`src/rtl/sram_req_arbiter_pkg.sv`:
```
// Shared definitions for the sram-like request arbiter: source IDs carried
// through the response-order FIFO and default sizing parameters.
package sram_req_arbiter_pkg;

  // Source ID pushed per accepted request; 1 bit is enough for two ports.
  typedef logic src_t;

  localparam src_t SRC_INST = 1'b0;
  localparam src_t SRC_DATA = 1'b1;

  // Accepted-but-unanswered transactions the downstream bridge may hold (1..4).
  localparam int unsigned DEF_OUTSTANDING  = 2;
  // Back-to-back data grants tolerated while inst is kept waiting.
  localparam int unsigned DEF_STARVE_LIMIT = 4;

endpackage

```
`src/rtl/sram_req_arbiter_id_order_fifo.sv`:
```
// id_order_fifo: remembers which source issued each accepted request so that
// in-order responses can be steered back to the right port.
//
// Ports:
//   aclk, areset : clock, asynchronous active-high reset (empties the FIFO)
//   push, din    : enqueue din (ignored when full)
//   pop          : dequeue the head (ignored when empty)
//   full, empty  : occupancy flags
//   head         : source ID at the read pointer, valid when !empty
module id_order_fifo
  import sram_req_arbiter_pkg::*;
#(
  parameter int unsigned Depth = DEF_OUTSTANDING
) (
  input  logic aclk,
  input  logic areset,
  input  logic push,
  input  src_t din,
  input  logic pop,
  output logic full,
  output logic empty,
  output src_t head
);

  localparam int unsigned PtrW = (Depth > 1) ? $clog2(Depth) : 1;
  localparam int unsigned CntW = $clog2(Depth + 1);
  localparam logic [PtrW-1:0] LastPtr = PtrW'(Depth - 1);
  localparam logic [CntW-1:0] FullCnt = CntW'(Depth);

  src_t            mem_q [Depth];
  logic [PtrW-1:0] wr_ptr_q, rd_ptr_q;
  logic [CntW-1:0] cnt_q, cnt_d;
  logic            do_push, do_pop;

  // Pointers wrap at Depth, which need not be a power of two.
  function automatic logic [PtrW-1:0] ptr_inc(input logic [PtrW-1:0] p);
    return (p == LastPtr) ? '0 : p + 1'b1;
  endfunction

  assign full    = (cnt_q == FullCnt);
  assign empty   = (cnt_q == '0);
  assign head    = mem_q[rd_ptr_q];
  assign do_push = push & ~full;
  assign do_pop  = pop & ~empty;

  always_comb begin
    cnt_d = cnt_q;
    unique case ({do_push, do_pop})
      2'b10:   cnt_d = cnt_q + 1'b1;
      2'b01:   cnt_d = cnt_q - 1'b1;
      default: cnt_d = cnt_q;
    endcase
  end

  always_ff @(posedge aclk or posedge areset) begin
    if (areset) begin
      wr_ptr_q <= '0;
      rd_ptr_q <= '0;
      cnt_q    <= '0;
      for (int i = 0; i < Depth; i++) mem_q[i] <= SRC_INST;
    end else begin
      if (do_push) begin
        mem_q[wr_ptr_q] <= din;
        wr_ptr_q        <= ptr_inc(wr_ptr_q);
      end
      if (do_pop) rd_ptr_q <= ptr_inc(rd_ptr_q);
      cnt_q <= cnt_d;
    end
  end

endmodule

```
`src/rtl/sram_req_arbiter.sv`:
```
// sram_req_arbiter: merges the CPU instruction and data sram-like ports onto a
// single sram-like master feeding the AXI bridge. Data has priority; inst is
// forced through after STARVE_LIMIT consecutive data grants while it waits.
// A request stalled by m_addr_ok locks the grant until it is accepted.
// Responses return in order and are routed via a FIFO of source IDs.
//
// Ports:
//   aclk, areset                       : clock, async active-high reset
//   inst_* / data_*                    : upstream sram-like slave ports
//   m_req, m_wr, m_size, m_addr, m_wdata : downstream request
//   m_rdata, m_addr_ok, m_data_ok        : downstream response
//   err_unexpected                     : sticky, response with nothing outstanding
module sram_req_arbiter
  import sram_req_arbiter_pkg::*;
#(
  parameter int unsigned OUTSTANDING  = DEF_OUTSTANDING,
  parameter int unsigned STARVE_LIMIT = DEF_STARVE_LIMIT
) (
  input  logic        aclk,
  input  logic        areset,
  // instruction port
  input  logic        inst_req,
  input  logic        inst_wr,
  input  logic [1:0]  inst_size,
  input  logic [31:0] inst_addr,
  input  logic [31:0] inst_wdata,
  output logic [31:0] inst_rdata,
  output logic        inst_addr_ok,
  output logic        inst_data_ok,
  // data port
  input  logic        data_req,
  input  logic        data_wr,
  input  logic [1:0]  data_size,
  input  logic [31:0] data_addr,
  input  logic [31:0] data_wdata,
  output logic [31:0] data_rdata,
  output logic        data_addr_ok,
  output logic        data_data_ok,
  // downstream master
  output logic        m_req,
  output logic        m_wr,
  output logic [1:0]  m_size,
  output logic [31:0] m_addr,
  output logic [31:0] m_wdata,
  input  logic [31:0] m_rdata,
  input  logic        m_addr_ok,
  input  logic        m_data_ok,
  output logic        err_unexpected
);

  localparam int unsigned StarveW = $clog2(STARVE_LIMIT + 1);
  localparam logic [StarveW-1:0] StarveMax = StarveW'(STARVE_LIMIT);

  logic               lock_q, lock_d;
  src_t               lock_src_q, lock_src_d;
  logic [StarveW-1:0] starve_q, starve_d;
  logic               err_q, err_d;

  src_t arb_src, sel, fifo_head;
  logic sel_req, accept, pop, fifo_full, fifo_empty;

  // Fresh arbitration; only consulted when no grant is locked.
  always_comb begin
    arb_src = SRC_INST;
    if (data_req && !(inst_req && (starve_q == StarveMax))) arb_src = SRC_DATA;
  end

  assign sel     = lock_q ? lock_src_q : arb_src;
  assign sel_req = (sel == SRC_DATA) ? data_req : inst_req;

  // Full gating ignores a same-cycle pop to keep m_req off the response path.
  assign m_req   = sel_req & ~fifo_full & ~areset;
  assign m_wr    = (sel == SRC_DATA) ? data_wr    : inst_wr;
  assign m_size  = (sel == SRC_DATA) ? data_size  : inst_size;
  assign m_addr  = (sel == SRC_DATA) ? data_addr  : inst_addr;
  assign m_wdata = (sel == SRC_DATA) ? data_wdata : inst_wdata;

  assign accept       = m_req & m_addr_ok;
  assign inst_addr_ok = accept & (sel == SRC_INST);
  assign data_addr_ok = accept & (sel == SRC_DATA);

  assign pop          = m_data_ok & ~fifo_empty & ~areset;
  assign inst_data_ok = pop & (fifo_head == SRC_INST);
  assign data_data_ok = pop & (fifo_head == SRC_DATA);
  assign inst_rdata   = m_rdata;
  assign data_rdata   = m_rdata;

  assign err_unexpected = err_q;

  always_comb begin
    lock_d     = lock_q;
    lock_src_d = lock_src_q;
    if (accept) begin
      lock_d = 1'b0;
    end else if (m_req) begin
      lock_d     = 1'b1;
      lock_src_d = sel;
    end
  end

  // Counts data grants taken while inst waits; any inst grant or idle inst clears.
  always_comb begin
    starve_d = starve_q;
    if (!inst_req) begin
      starve_d = '0;
    end else if (accept) begin
      if (sel == SRC_INST)            starve_d = '0;
      else if (starve_q != StarveMax) starve_d = starve_q + 1'b1;
    end
  end

  assign err_d = err_q | (m_data_ok & fifo_empty);

  always_ff @(posedge aclk or posedge areset) begin
    if (areset) begin
      lock_q     <= 1'b0;
      lock_src_q <= SRC_INST;
      starve_q   <= '0;
      err_q      <= 1'b0;
    end else begin
      lock_q     <= lock_d;
      lock_src_q <= lock_src_d;
      starve_q   <= starve_d;
      err_q      <= err_d;
    end
  end

  id_order_fifo #(
    .Depth (OUTSTANDING)
  ) u_order_fifo (
    .aclk   (aclk),
    .areset (areset),
    .push   (accept),
    .din    (sel),
    .pop    (pop),
    .full   (fifo_full),
    .empty  (fifo_empty),
    .head   (fifo_head)
  );

endmodule

```
`config.mk`:
```
export PLATFORM = sky130hd
export DESIGN_NAME = sram_req_arbiter
export DESIGN_NICKNAME = d
export VERILOG_FILES = /design/src/rtl/sram_req_arbiter_pkg.sv /design/src/rtl/sram_req_arbiter_id_order_fifo.sv /design/src/rtl/sram_req_arbiter.sv
export SDC_FILE = /design/constraint.sdc
export NUM_CORES = 1
export LEC_CHECK = 0
export BUFFER_PORTS_ARGS = -buffer_cell sky130_fd_sc_hd__buf_2
export CAP_MARGIN = 25
export CORE_AREA = 2 2 118 120
export DETAILED_ROUTE_END_ITERATION = 6
export DIE_AREA = 0 0 120 122
export PLACE_DENSITY_LB_ADDON = 0.1
export SYNTH_ARGS = -nofsm -noshare
export SYNTH_HDL_FRONTEND = slang
export SYNTH_SLANG_ARGS = --single-unit
```
`constraint.sdc`:
```
create_clock -name aclk -period 1.92 [get_ports aclk]
set_input_delay 0.384 -clock aclk [delete_from_list [all_inputs] [get_ports aclk]]
set_output_delay 0.384 -clock aclk [all_outputs]
set_load 0.02 [all_outputs]
```
* Word level (Yosys, flattened, before mapping)
Index checks and enable logic that the tools add are counted.
Cells by class: $add $sub $neg 5, magnitude comparators 3, equal/unequal tests 7, mux-type cells 22, bitwise logic cells 21, reduce and logical (&&, ||, !) cells 9
Operators with widths (count):
- 2-to-1 mux 32 bit | 2
- AND 1 bit | 12
- 2-to-1 mux 1 bit | 12
- 2-to-1 mux 3 bit | 4
- NOT 1 bit | 6
- equality test 2 bit (second input constant) | 2
- greater-or-equal comparator 2 bit (second input constant) | 2
- NOT 1 -> 2 bit | 2
- case mux 2 bit (2 select lines) | 1
- AND reduction 2 bit | 2
- nonzero test 2 bit | 2
- adder 3 x 1 -> 3 bit (second input constant) | 1
- equality test 3 bit (second input constant) | 1
- logical AND 1 bit | 3
- != test 3 x 2 -> 1 bit (second input constant) | 1
- != test 3 bit (second input constant) | 1
- adder 1 bit (second input constant) | 2
- adder 2 x 1 -> 2 bit (second input constant) | 1
- bitwise mux 2 bit | 1
- equality test 2 x 1 -> 1 bit (second input constant) | 1
- logical NOT 2 bit | 1
- less-than comparator 2 x 1 -> 1 bit (second input constant) | 1
- 2-to-1 mux 2 bit | 1
- != test 2 x 1 -> 1 bit (second input constant) | 1
- 4 further kinds | 4
Word-level totals: register bits 12, input port bits 172, output and inout port bits 137

* Longest topological paths before layout
Gate-level depths: netlist of the first run.
depth in word-level cells 13, gate-level depth with buffers 8

* By module
Synthesis of the first run repeated with hierarchy kept, for this count alone.
Second synthesis, totals: cell total of the unflattened synthesis 213, area, all modules 2381.0 um^2
Modules (own cells, without submodules):
- sram_req_arbiter | times used 1, cells an instance 189, area each 2094.5 um^2
- id_order_fifo | times used 1, cells an instance 24, area each 286.5 um^2

* Worst setup path before layout of the first run
No wires, ideal clock.
path kind input to output, start in inst_req, end out data_addr_ok, data arrival time 1.960 ns, required time 1.536 ns, slack -0.424 ns, stages on the path 5, cell sequence clkbuf_1 inv_1 a2111oi_4 nand2_1 nor2_1
Between the ends: cells in the longest elaborated chain, start to end 10
RTL lines:
- start, declared | RTL line sram_req_arbiter.sv:22 | input logic inst_req,
- logical AND 1 bit | RTL line sram_req_arbiter.sv:65 | if (data_req && !(inst_req && (starve_q == StarveMax))) arb_src = SRC_DATA;
- logical NOT 1 bit | RTL line sram_req_arbiter.sv:65
- logical AND 1 bit | RTL line sram_req_arbiter.sv:65
- 2-to-1 mux 1 bit | RTL line sram_req_arbiter.sv:65
- 2-to-1 mux 1 bit | RTL line sram_req_arbiter.sv:68 | assign sel = lock_q ? lock_src_q : arb_src;
- 2-to-1 mux 1 bit * | RTL line sram_req_arbiter.sv:69 | assign sel_req = (sel == SRC_DATA) ? data_req : inst_req;
- AND 1 bit * (2 in series) | RTL line sram_req_arbiter.sv:72 | assign m_req = sel_req & ~fifo_full & ~areset;
- via m_req | RTL line sram_req_arbiter.sv:40 | output logic m_req,
- AND 1 bit * | RTL line sram_req_arbiter.sv:78 | assign accept = m_req & m_addr_ok;
- AND 1 bit * | RTL line sram_req_arbiter.sv:80 | assign data_addr_ok = accept & (sel == SRC_DATA);
- end, declared | RTL line sram_req_arbiter.sv:37 | output logic data_addr_ok,
The timed path passes the listed nets; every way through them passes the cells marked *.

* Final worst setup path of the first run
start reg lock_q, end out m_addr[4]
Between the ends: cells in the longest elaborated chain, start to end 2
RTL lines:
- start, declared | RTL line sram_req_arbiter.sv:54 | logic lock_q, lock_d;
- start signal, assigned | RTL line sram_req_arbiter.sv:121 | lock_q <= lock_d;
- 2-to-1 mux 1 bit | RTL line sram_req_arbiter.sv:68
- 2-to-1 mux 32 bit | RTL line sram_req_arbiter.sv:75 | assign m_addr = (sel == SRC_DATA) ? data_addr : inst_addr;
- end, declared | RTL line sram_req_arbiter.sv:43 | output logic [31:0] m_addr,
No other way between the ends.

==> results of run 1 <==
## critical path: cells and delay by family, from the launching register on
kind | cells | cell delay, ns
AO/OA/AOI/OAI | 1 | 0.20
buffers and inverters | 4 | 0.57
flip-flops | 1 | 0.40
multiplexers | 1 | 0.19
AND/OR/NAND/NOR | 2 | 0.16
## flip-flops by register name, indices dropped and copies added, names as in the netlist
signal                 flops
u_order_fifo.wr_ptr_q      1
u_order_fifo.cnt_q         2
lock_q                     1
u_order_fifo.rd_ptr_q      1
err_unexpected             1
starve_q                   3
lock_src_q                 1
u_order_fifo.mem_q         2
## final cells by class
type	instances	area, um2	share of cell area (%)
Clock buffer	4	88.8	2.30
Inverter	7	26.3	0.682
Multi-Input combinational cell	244	1290	33.5
Timing Repair Buffer	247	1920	49.8
Sequential cell	12	300	7.79
Tap cell	180	225	5.84
Antenna cell	1	2.50	0.0649
## synth_stat cells (2+ instances only)
cell        n
a31oi_1     2
dfrtp_1    12
buf_4      64
mux2i_1     4
nand2_1   205
clkbuf_1   16
ha_1        3
nand3_1     2
nor2_1      5
xnor2_1     4
inv_1       7
## final timing paths
path | from | endpoint | slack, ns | depth (start not counted)
setup / recovery | lock_q | m_addr[4] | -0.25 | 8
max in group asynchronous | areset | u_order_fifo.mem_q[1] | 1.57 | 3
hold / removal | areset | u_order_fifo.wr_ptr_q | 0.19 | 3
min in group aclk | m_data_ok | err_unexpected | 0.36 | 2
hold reg to reg | err_unexpected | err_unexpected | 0.45 | 1
setup reg to reg | lock_q | u_order_fifo.cnt_q[1] | -0.07 | 9
## kinds of logic (layout without fill, tap and decap cells)
family          after synthesis  after routing  synth area share (%)
buf+inv                      87            258                  28.8
other cells                   0              1                     0
fa+ha+maj                     3              3                  1.91
xor+xnor                      5              5                  2.22
compound gates               11             11                  5.72
mux                           5              5                  2.60
flops                        12             12                  15.2
simple gates                220            220                  43.5
## per-stage QoR
stage / area (um2) / utilization (%)
after floorplan: 2000 / -
after global placement: 2960 / 21.9
after detailed placement: 2960 / 21.9
after CTS: 3520 / 26.1
after global routing: 3850 / 28.5
final: 3850 / 28.5
## routing by layer
layer / global-route usage, % / up-vias
met3: 3.84 / 2
met1: 12.8 / 1167
met2: 20.4 / 146
met5: 0 / -
met4: 1.91 / 0
li1: - / 1337
## power groups by stage
stage	registers, mW	clock network [mW]	logic, mW
after floorplan	0.418	0	2.45
after global placement	0.425	0	3.88
after detailed placement	0.422	0	3.89
after CTS	0.424	0.447	4.98
after global routing	0.438	0.456	5.90
final	0.422	0.433	5.50
## what timing repair did
item | in CTS | in global routing
cloned | 2 | 2
setup buffers | 7 | 8
pin swaps | 3 | 26
resized for setup | 117 | 82
endpoints found under the setup margin | 71 | 78
hold buffers | 0 | 0
==> results.md, run 1 <==
* Placed Cells at 674
* Post-route DRC at 0
* Initial core utilization at 14.6%
* Fin Setup TNS at -14.88 ns
* Top sig layer: met4
* Total track usage at 11.2%
* Die Span X at 120 um
* Overall power at 6.36 mW
* Port bufs at 212
* Fmax at 0.462 GHz
* Initial antenna violation count at 1
* Reg clk slew, reported paths at 0.05 ns
* CP Capture Type: output pin
* Max FO, Critical Path at 21
* RSZ-0062 raised after global routing: yes
* Hold Crit Class: in -> async
* Clock Path Buffers at 2
* FP Rows at 43
* Synth Flop Type: dfrtp_1
* Commonest non-fill, non-tap cell in the layout: nand2_1
* Post-synth EDFFs at 0
* Largest net degree at the start of global routing at 36
* Distinct cells, synth at 30
* Pre-CTS setup slack at -0.0650 ns
* YS warnings at 0
* Layout area overhead at 95.7%
* Top post-synthesis cells by area: nand2_1 39%, buf_4 24%, dfrtp_1 15%
* Asr flop ratio synth at 100%
* Number of global-route vias before repair at 2532
* Met1 WL at 3.46 mm
* Sink Count at 12
* Core Area at 13500 um2
* Mapped Cells at 343
* Post-Syn Area per Cell at 5.74 um2
* Int Power at 3.34 mW
* DRT Wirelength at 9.29 mm
* Top cell type's share of synthesized area at 39.1%
* Sw frac at 47.4%
* CP Data Arrival Time at 1.78 ns
* Final max-slew violation count at 0
* Worst Tran Pin Value at 0.338 ns
* Required @ worst endpoint at 1.54 ns
* Fin nets at 690
* Comb pwr share at 86.5%
* Hold Violations, Final at 0
* Worst stage delay on the critical path at 0.40 ns
* Post-route ant nets at 0
* Post-synth top area cell: nand2_1
* TritonRoute pass-1 iters at 4
* Critical path, cell by cell: mux2i_2 > buf_4 > a41oi_4 > buf_6 > buf_12 > nand2_1 > nand2_1 > buf_6
* Root Buffer: clkbuf_16
* Die area at 14600 um2
* Cell Area, Synth at 1970 um2
* Clock skew at 0.00268 ns
* IO Pins at 309
* # setup viols final at 71
* Met2 wire length at 4.91 mm
* Layout cells sized above 1 at 57.8%
* Fin worst setup slack at -0.245 ns
* Placer Congestion at 0.737
* Wire length of the first global-routing pass at 13.0 mm
* Fin crit share at 113%
* CP max-delay cell: dfrtp_1
* Via-to-Cell Ratio at 3.82
* Status: complete, but fails checks
* Most frequent cells in the layout: 171 x nand2_1, 142 x buf_2, 74 x buf_6, 23 x nand2_2, 21 x buf_4
* Failing checks: setup timing
* Die Height at 122 um
* VDD IR max at 0.485 mV
* Starting DRT DRC Count at 55
* Vias at 2652
* Seq cells post-synth at 12
* Power per Cell Area at 1650 nW/um2
* Register area share after synthesis at 15.2%
* Clock Latency Late Sink at 0.24 ns
* Cell Count, Final, Fillers Out at 695
* Fillers at 1517
* GR Overflow Total at 0
* Clk network pwr share at 6.8%
* Detailed Place HPWL at 7.07 mm
* Min cycle time layout at 2.17 ns
* Num CTS Buffers at 3
* Hold Slack at 0.191 ns
* Slew margin rel. at 77.4%
* Max cap viols at 0
* WL/cell at 13.4 um
* NetSw at 3.01 mW
* Worst setup SP type: flip-flop
* Flop pwr share at 6.6%
* CP Class: reg -> out
* H-tree Lvls at 1
* Syn Nets at 518
* Detail Route met3 WL at 873 um
* CTS tree: built
* Leak at 2.19 nW
(Power assumes the default switching activity.)
==> run 2, diff against run 1 <==
Settings changed: CAP_MARGIN 25 to unset, CORE_AREA 2 2 118 120 to 2 2 120 122, DIE_AREA 0 0 120 122 to 0 0 122 124, SYNTH_HIERARCHICAL set to 1.
==> run 2 against run 1 <==
Net effect: first-iteration DRC count shrank 9.1%; cell count shrank 17%; synthesized cell count shrank 38%; maximum frequency shrank 8.3%; combinational power grew 4.4%; global-route usage shrank 1.6 points; the run still ends with setup timing left; largest cell class unchanged; critical endpoint is now m_addr[7]; wire length shrank 7.4%; sequential power shrank 2%; synthesized area grew 21%; flip-flop and latch count is the same.
==> results.md, run 2 <==
* CTS tree: built
* Required @ worst endpoint at 1.54 ns (about the same)
* FP Rows at 43 (unchanged)
* # setup viols final at 69 (-2.8%)
* Post-synthesis compound-gate area fraction at 3.36% (-2.4 points)
* Fin nets at 574 (-17%)
* Simple-Gate Fraction of Synth Area at 7.46% (-36 points)
* Leak at 2.23 nW (+1.8%)
* Power per Cell Area at 1590 nW/um2 (-3.6%)
* Antenna cells at 0 (-1)
* Most frequent cell after synthesis: mux2_4
* GR Overflow Total at 0 (unchanged)
* Synth Flop Type: dfrtp_1
* Vias at 2156 (-19%)
* Placer Congestion at 0.722 (-2.1%)
* H-tree Lvls at 1 (unchanged)
* Max cap viols at 0 (unchanged)
* Layout cells sized above 1 at 87.4% (+30 points)
* Worst Tran Pin Value at 0.298 ns (-0.0403 ns)
* Seq cells post-synth at 12 (unchanged)
* Main combinational cell family by area after synthesis: multiplexers
* Die Span X at 122 um (+1.7%)
* Initial antenna violation count at 1 (unchanged)
* Slew margin rel. at 80.1% (+2.7 points)
* Post-route ant nets at 0 (unchanged)
* Syn Nets at 388 (-25%)
* Core Area at 13700 um2 (+1.6%)
* Post-synth EDFFs at 0 (unchanged)
* Largest net degree at the start of global routing at 12 (-67%)
* Synth Area in Adders at 1.58% (-0.33 points)
* Top post-synthesis cells by area: mux2_4 42%, buf_4 20%, dfrtp_1 13%
* Final max-slew violation count at 0 (unchanged)
* Failing checks: setup timing
* Largest register FFs at 3 (unchanged)
* Layout area overhead at 74.0%
* IO Pins at 309 (unchanged)
* Max FO, Critical Path at 6 (-71%)
* Detailed Place HPWL at 6.92 mm (-2.1%)
* RSZ-0062 raised after global routing: yes
* Clock Path Buffers at 2 (unchanged)
* Die Height at 124 um (+1.6%)
* Port bufs at 212 (unchanged)
* Register area share after synthesis at 12.6% (-2.6 points)
* Fin Setup TNS at -27.02 ns (-12.15 ns)
* Clock Latency Late Sink at 0.24 ns (about the same)
* # hold bufs at CTS at 0 (unchanged)
* Largest regs: starve_q x3, u_order_fifo/cnt_q x2, u_order_fifo/mem_q x2
* Commonest cells post-synth: 67 x mux2_4, 64 x buf_4, 12 x dfrtp_1
* YS warnings at 6 (+6)
* CP Capture Type: output pin
* Via-to-Cell Ratio at 3.73 (-2.2%)
* DRT Wirelength at 8.60 mm (-7.4%)
* Fin worst setup slack at -0.441 ns (-0.196 ns)
* Hold Violations, Final at 0 (unchanged)
* Fin crit share at 123% (+10 points)
* Post-Synth XOR/XNOR Area at 1.84% (-0.38 points)
* Post-Syn Area per Cell at 11.2 um2 (+95%)
* Post-synth top area cell: mux2_4
* Clock skew at 0.000623 ns (-0.00205 ns)
* Die area at 15100 um2 (+3.3%)
* CP Class: reg -> out
* Wire length of the first global-routing pass at 11.3 mm (-13%)
* Largest reg by FF count: starve_q
* Sink Count at 12 (unchanged)
* Root Buffer: clkbuf_16
* Cell Area, Synth at 2380 um2 (+21%)
* Num CTS Buffers at 3 (unchanged)
* Post-route DRC at 0 (unchanged)
* Distinct cells, synth at 36 (+20%)
* VDD IR max at 0.564 mV (+16%)
* Hold Slack at 0.0953 ns (-0.0953 ns)
* Mapped Cells at 213 (-38%)
* Initial core utilization at 17.4% (+2.8 points)
* Most frequent cells in the layout: 151 x buf_2, 69 x mux2_4, 65 x buf_6, 23 x buf_4, 12 x dfrtp_1
* Worst setup SP type: flip-flop
* WL/cell at 14.9 um (+11%)
* Top cell type's share of synthesized area at 42.2% (+3.2 points)
* CP Data Arrival Time at 1.98 ns (+0.20 ns)
* Hold Crit Class: in -> async
* Fmax at 0.424 GHz (-8.3%)
* Mux contribution to synthesized area at 45.0% (+42 points)
* Number of global-route vias before repair at 2122 (-16%)
* Reg clk slew, reported paths at 0.05 ns (about the same)
* Starting DRT DRC Count at 50 (-9.1%)
* Status: complete, but fails checks
* Commonest non-fill, non-tap cell in the layout: buf_2
* Min cycle time layout at 2.36 ns (+0.196 ns)
* Asr flop ratio synth at 100% (unchanged)
* TritonRoute pass-1 iters at 4 (unchanged)
* Total track usage at 9.60% (-1.6 points)
==> run 2: cell count changes in the layout (fill, tap and decap cells not counted), moves of 4 or more <==
cell	before	now
nand2_4	11	1
nand2_2	23	0
buf_6	74	65
buf_12	7	3
nand2_1	171	4
mux2_4	0	69
buf_16	1	7
buf_2	142	151
==> run 2: per-layer routing <==
metal | routed length (um) | vias to the layer above | global-route usage [%] | part of all wire (%)
met1 | 3130 | 973 | 10.6 | 36
met2 | 4530 | 131 | 18.2 | 53
met4 | 34 | 2 | 1.51 | 0.40
li1 | - | 1041 | - | -
met5 | 13 | - | 0 | 0.15
met3 | 879 | 9 | 3.02 | 10
==> run 2: final timing paths <==
kind / start / depth (start not counted) / end / slack, ns
hold reg to reg: err_unexpected / 1 / err_unexpected / 0.46
min in group aclk: m_data_ok / 2 / err_unexpected / 0.36
max in group asynchronous: areset / 2 / starve_q[0] / 1.59
setup / recovery: starve_q[0] / 10 / m_addr[7] / -0.44
hold / removal: areset / 2 / u_order_fifo/cnt_q[1] / 0.1
setup reg to reg: lock_src_q / 8 / u_order_fifo/mem_q[1] / 0.05
==> run 2: kinds of logic after synthesis <==
group,count (synthesis)
adders and majority gates,3
AOI/OAI and AO/OA,11
DFF,12
and+or+nand+nor,28
muxes,73
buffers and inverters,81
xor gates and xnor gates,5
==> run 2: where the power goes <==
| part | leakage, nW | internal, mW | switching, mW |
|---|---|---|---|
| Combinational | 2.04 | 3.39 | 2.36 |
| Clock | 0.0442 | 0.315 | 0.112 |
| Sequential | 0.144 | 0.345 | 0.0689 |
==> run 2: worst max-delay path, stage by stage, from the launching register on <==
cell and delay, ns:
dfrtp_1 0.35, inv_2 0.06, ha_4 0.15, and3_4 0.17, nor2_4 0.13, nor2_8 0.05
inv_8 0.09, buf_12 0.14, clkbuf_16 0.15, mux2_4 0.30, buf_6 0.13
==> run 2: stage by stage <==
step	cells	power (mW)	instance area, um2	util [%]	worst slack (ns)
finish	578	6.58	4140	30.2	-0.441
global route	578	6.94	4140	30.2	-0.525
CTS	572	6.24	3910	28.5	-0.457
detailed placement	555	4.34	3230	23.5	-0.238
global placement	555	4.35	3230	23.5	-0.236
floorplan	213	3.70	2390	-	-0.00231
==> run 2: repair_timing <==
| item | in CTS | in global routing |
|---|---|---|
| resized for setup | 115 | 46 |
| pin swaps | 3 | 6 |
| setup endpoints to repair | 70 | 72 |
| buffers inserted | 8 | 5 |
| cloned | 5 | 2 |
==> run 2: final cells by class <==
| class | count | area (um2) |
|---|---|---|
| Clock buffer | 4 | 88.8 |
| Inverter | 9 | 43.8 |
| Timing Repair Buffer | 253 | 1990 |
| Multi-Input combinational cell | 120 | 1490 |
| Sequential cell | 12 | 300 |
| Fill cell | 1422 | 9580 |
| Tap cell | 180 | 225 |
==> run 3, diff against run 2 <==
Settings changed: ABC_AREA set to 1, CORE_AREA 2 2 120 122 to 2 2 121 123, DIE_AREA 0 0 122 124 to 0 0 123 125.
Clock period 1.92 ns to 2.65 ns, I/O delays scaled along.
==> run 3 against run 2 <==
Net effect: the run now ends clean; total power fell by 55%; synthesized cell count rose by 81%; sequential power fell by 25%; critical path type unchanged; largest power group unchanged; highest routed layer is now met4.
==> results.md, run 3 <==
* Reg clk slew, reported paths at 0.05 ns (about the same)
* Fin crit share at 91.3%
* Total track usage at 9.60% (about the same)
* Post-synth EDFFs at 0 (unchanged)
* RSZ-0062 raised after global routing: no
* Power per Cell Area at 996 nW/um2 (-37%)
* Clk network pwr share at 10.6% (+4.1 points)
* RR Startpoint: starve_q[0]
* Min cycle time layout at 2.42 ns
* Top cell type's share of synthesized area at 40.7% (-1.5 points)
* WL/cell at 11.7 um (-21%)
* Clock Path Buffers at 2 (unchanged)
* Antenna cells at 0 (unchanged)
* Overall power at 2.94 mW (-55%)
* Critical R2R Capture: u_order_fifo/cnt_q[1]
* Initial core utilization at 14.9% (-2.5 points)
* Int Power at 1.22 mW (-70%)
* Flop pwr share at 10.5% (+4.2 points)
* Sink Count at 12 (unchanged)
* Num CTS Buffers at 3 (unchanged)
* Fillers at 1690 (+19%)
* CP Class: reg -> out
* Fin nets at 703 (+22%)
* Syn Nets at 560 (+44%)
* Layout cells sized above 1 at 44.0% (-43 points)
* GR Overflow Total at 0 (unchanged)
* Seq cells post-synth at 12 (unchanged)
* Synth Flop Type: dfrtp_1
* Fmax at 0.413 GHz
* Port bufs at 212 (unchanged)
* Via-to-Cell Ratio at 3.68 (-1.3%)
* Die area at 15400 um2 (+1.6%)
* Largest regs: starve_q x3, u_order_fifo/cnt_q x2, u_order_fifo/mem_q x2
* DRT Wirelength at 8.34 mm (-2.9%)
* FP Rows at 44 (+2.3%)
* Post-route DRC at 0 (unchanged)
* Sw frac at 58.7% (+20 points)
* Commonest non-fill, non-tap cell in the layout: nand2_1
* CP Capture Point: m_wdata[21]
* Asr flop ratio synth at 100% (unchanged)
* Max FO, Critical Path at 40 (+34)
* Largest register FFs at 3 (unchanged)
* Leak at 1.96 nW (-12%)
* Final max-slew violation count at 0 (unchanged)
* Largest net degree at the start of global routing at 44 (+32)
* Cell Area, Synth at 2110 um2 (-11%)
* Mapped Cells at 385 (+81%)
* TritonRoute pass-1 iters at 5 (+1)
* Die Span X at 123 um (+0.82%)
* Core Area at 14200 um2 (+3.5%)
* Required @ worst endpoint at 2.12 ns (+0.58 ns)
* Placer Congestion at 0.775 (+7.4%)
* Cell Count, Final, Fillers Out at 711 (+23%)
* Area after DPL at 2860 um2 (-11%)
* Worst Tran Pin Value at 0.341 ns (+0.0432 ns)
* NetSw at 1.73 mW (-32%)
* Vias at 2618 (+21%)
* Post-route ant nets at 0 (unchanged)
* Comb pwr share at 78.8% (-8.4 points)
* Fin worst setup slack at 0.231 ns (+0.673 ns)
* Post-synth top area cell: nand2_1
* CTS tree: built
* # setup viols final at 0 (-100%)
* Hold Violations, Final at 0 (unchanged)
* Top post-synthesis cells by area: nand2_1 41%, buf_4 25%, dfrtp_1 14%
* Reg-to-reg slack, setup at 0.57 ns (+0.52 ns)
* Pre-CTS setup slack at 0.261 ns (+0.500 ns)
* # hold bufs at CTS at 0 (unchanged)
* Register area share after synthesis at 14.2% (+1.6 points)
* Distinct cells, synth at 24 (-33%)
* CP Capture Type: output pin
* Cell area after layout at 2960 um2 (-29%)
* Root Buffer: clkbuf_16
* Layout area overhead at 40.2%
* Worst setup SP type: flip-flop
* Hold Crit Class: in -> async
* Clock Latency Late Sink at 0.24 ns (about the same)
* Fin Setup TNS at 0 ns (+27.02 ns)
* Initial antenna violation count at 0 (-1)
* Most frequent cells in the layout: 229 x nand2_1, 212 x buf_2, 19 x inv_1, 12 x nand3_1, 12 x dfrtp_1
* Wire length of the first global-routing pass at 12.0 mm (+6.0%)
* Area of the multi-input gates at 1130 um2 (-24%)
* Worst Setup SP: starve_q[0]
* Placed Cells at 707 (+27%)
* Largest reg by FF count: starve_q
* YS warnings at 6 (unchanged)
* Commonest cells post-synth: 229 x nand2_1, 70 x buf_4, 19 x inv_1
* Number of global-route vias before repair at 2425 (+14%)
* Most frequent cell after synthesis: nand2_1
* Post-Syn Area per Cell at 5.48 um2 (-51%)
* VDD IR max at 0.532 mV (-5.7%)
* Detailed Place HPWL at 6.81 mm (-1.6%)
* Status: completed
* Max cap viols at 0 (unchanged)
* IO Pins at 309 (unchanged)
* Reg2Reg Depth at 13 (+5)
* Die Height at 125 um (+0.81%)
* Slew margin rel. at 77.3% (-2.8 points)
* CP Data Arrival Time at 1.89 ns (-0.09 ns)
* Starting DRT DRC Count at 80 (+60%)
* H-tree Lvls at 1 (unchanged)
* Clock skew at 0.00680 ns (+0.00618 ns)
* Reg area at 300 um2 (unchanged)
## run 3: critical path, cell delays in order, from the launching register on
cell and delay [ns]:
dfrtp_1 0.40, inv_1 0.08, ha_1 0.19, nand3_2 0.09, nand2_2 0.09, nand2_4 0.07, inv_6 0.17, buf_12 0.25
nand2_1 0.08, nand2_1 0.07, buf_2 0.17
## run 3: final cells by class
| cell class | count | area share, % |
|---|---|---|
| multi-input combinational | 272 | 38.4 |
| timing repair buffer | 217 | 37.7 |
| sequential | 12 | 10.2 |
| tap | 184 | 7.79 |
| clock buffer | 4 | 3.00 |
| inverter | 22 | 2.96 |
## run 3: power groups by stage
stage	Combinational, mW	Clock, mW	Sequential, mW
6_report	2.32	0.313	0.310
4_1_cts	2.37	0.322	0.309
3_5_place_dp	2.36	0	0.312
3_3_place_gp	2.36	0	0.313
5_1_grt	2.58	0.329	0.319
2_1_floorplan	1.74	0	0.295
## run 3: metal layers
layer | GRT usage [%] | vias to the layer above | part of all wire (%)
li1 | - | 1370 | -
met1 | 10.3 | 1106 | 38
met2 | 18.6 | 136 | 50
met3 | 2.69 | 6 | 12
met4 | 1.60 | 0 | 0.53
met5 | 0 | - | 0
## run 3: timing repair
action | CTS | global route
setup buffers | 0 | 0
endpoints found under the setup margin | 0 | 6
gates resized for setup | 0 | 2
## run 3: worst min-delay path by stage
stage,from,endpoint,slack (ns),cells after the start
final,areset,u_order_fifo/mem_q[0],0.24,2
after floorplan,areset,err_unexpected,0.32,1
after global routing,areset,u_order_fifo/mem_q[0],0.28,2
after CTS,areset,u_order_fifo/mem_q[0],0.25,2
after global placement,err_unexpected,err_unexpected,0.45,1
after detailed placement,err_unexpected,err_unexpected,0.45,1
## run 3: cell families (layout without fill, tap and decap cells)
kind of cell | after synthesis | count (layout) | share of synthesized area [%]
AND/OR/NAND/NOR | 263 | 263 | 50.0
buffers and inverters | 101 | 243 | 32.0
flip-flops | 12 | 12 | 14.2
AO/OA/AOI/OAI | 4 | 4 | 1.19
adder cells (fa/ha/maj) | 3 | 3 | 1.78
XOR/XNOR | 2 | 2 | 0.831
## run 3: stage by stage
step           util (%)  hold WS [ns]
2_1_floorplan         -         0.321
3_3_place_gp       20.1         0.453
3_5_place_dp       20.1         0.448
4_1_cts            20.8         0.253
5_1_grt            20.8         0.280
6_report           20.8         0.238
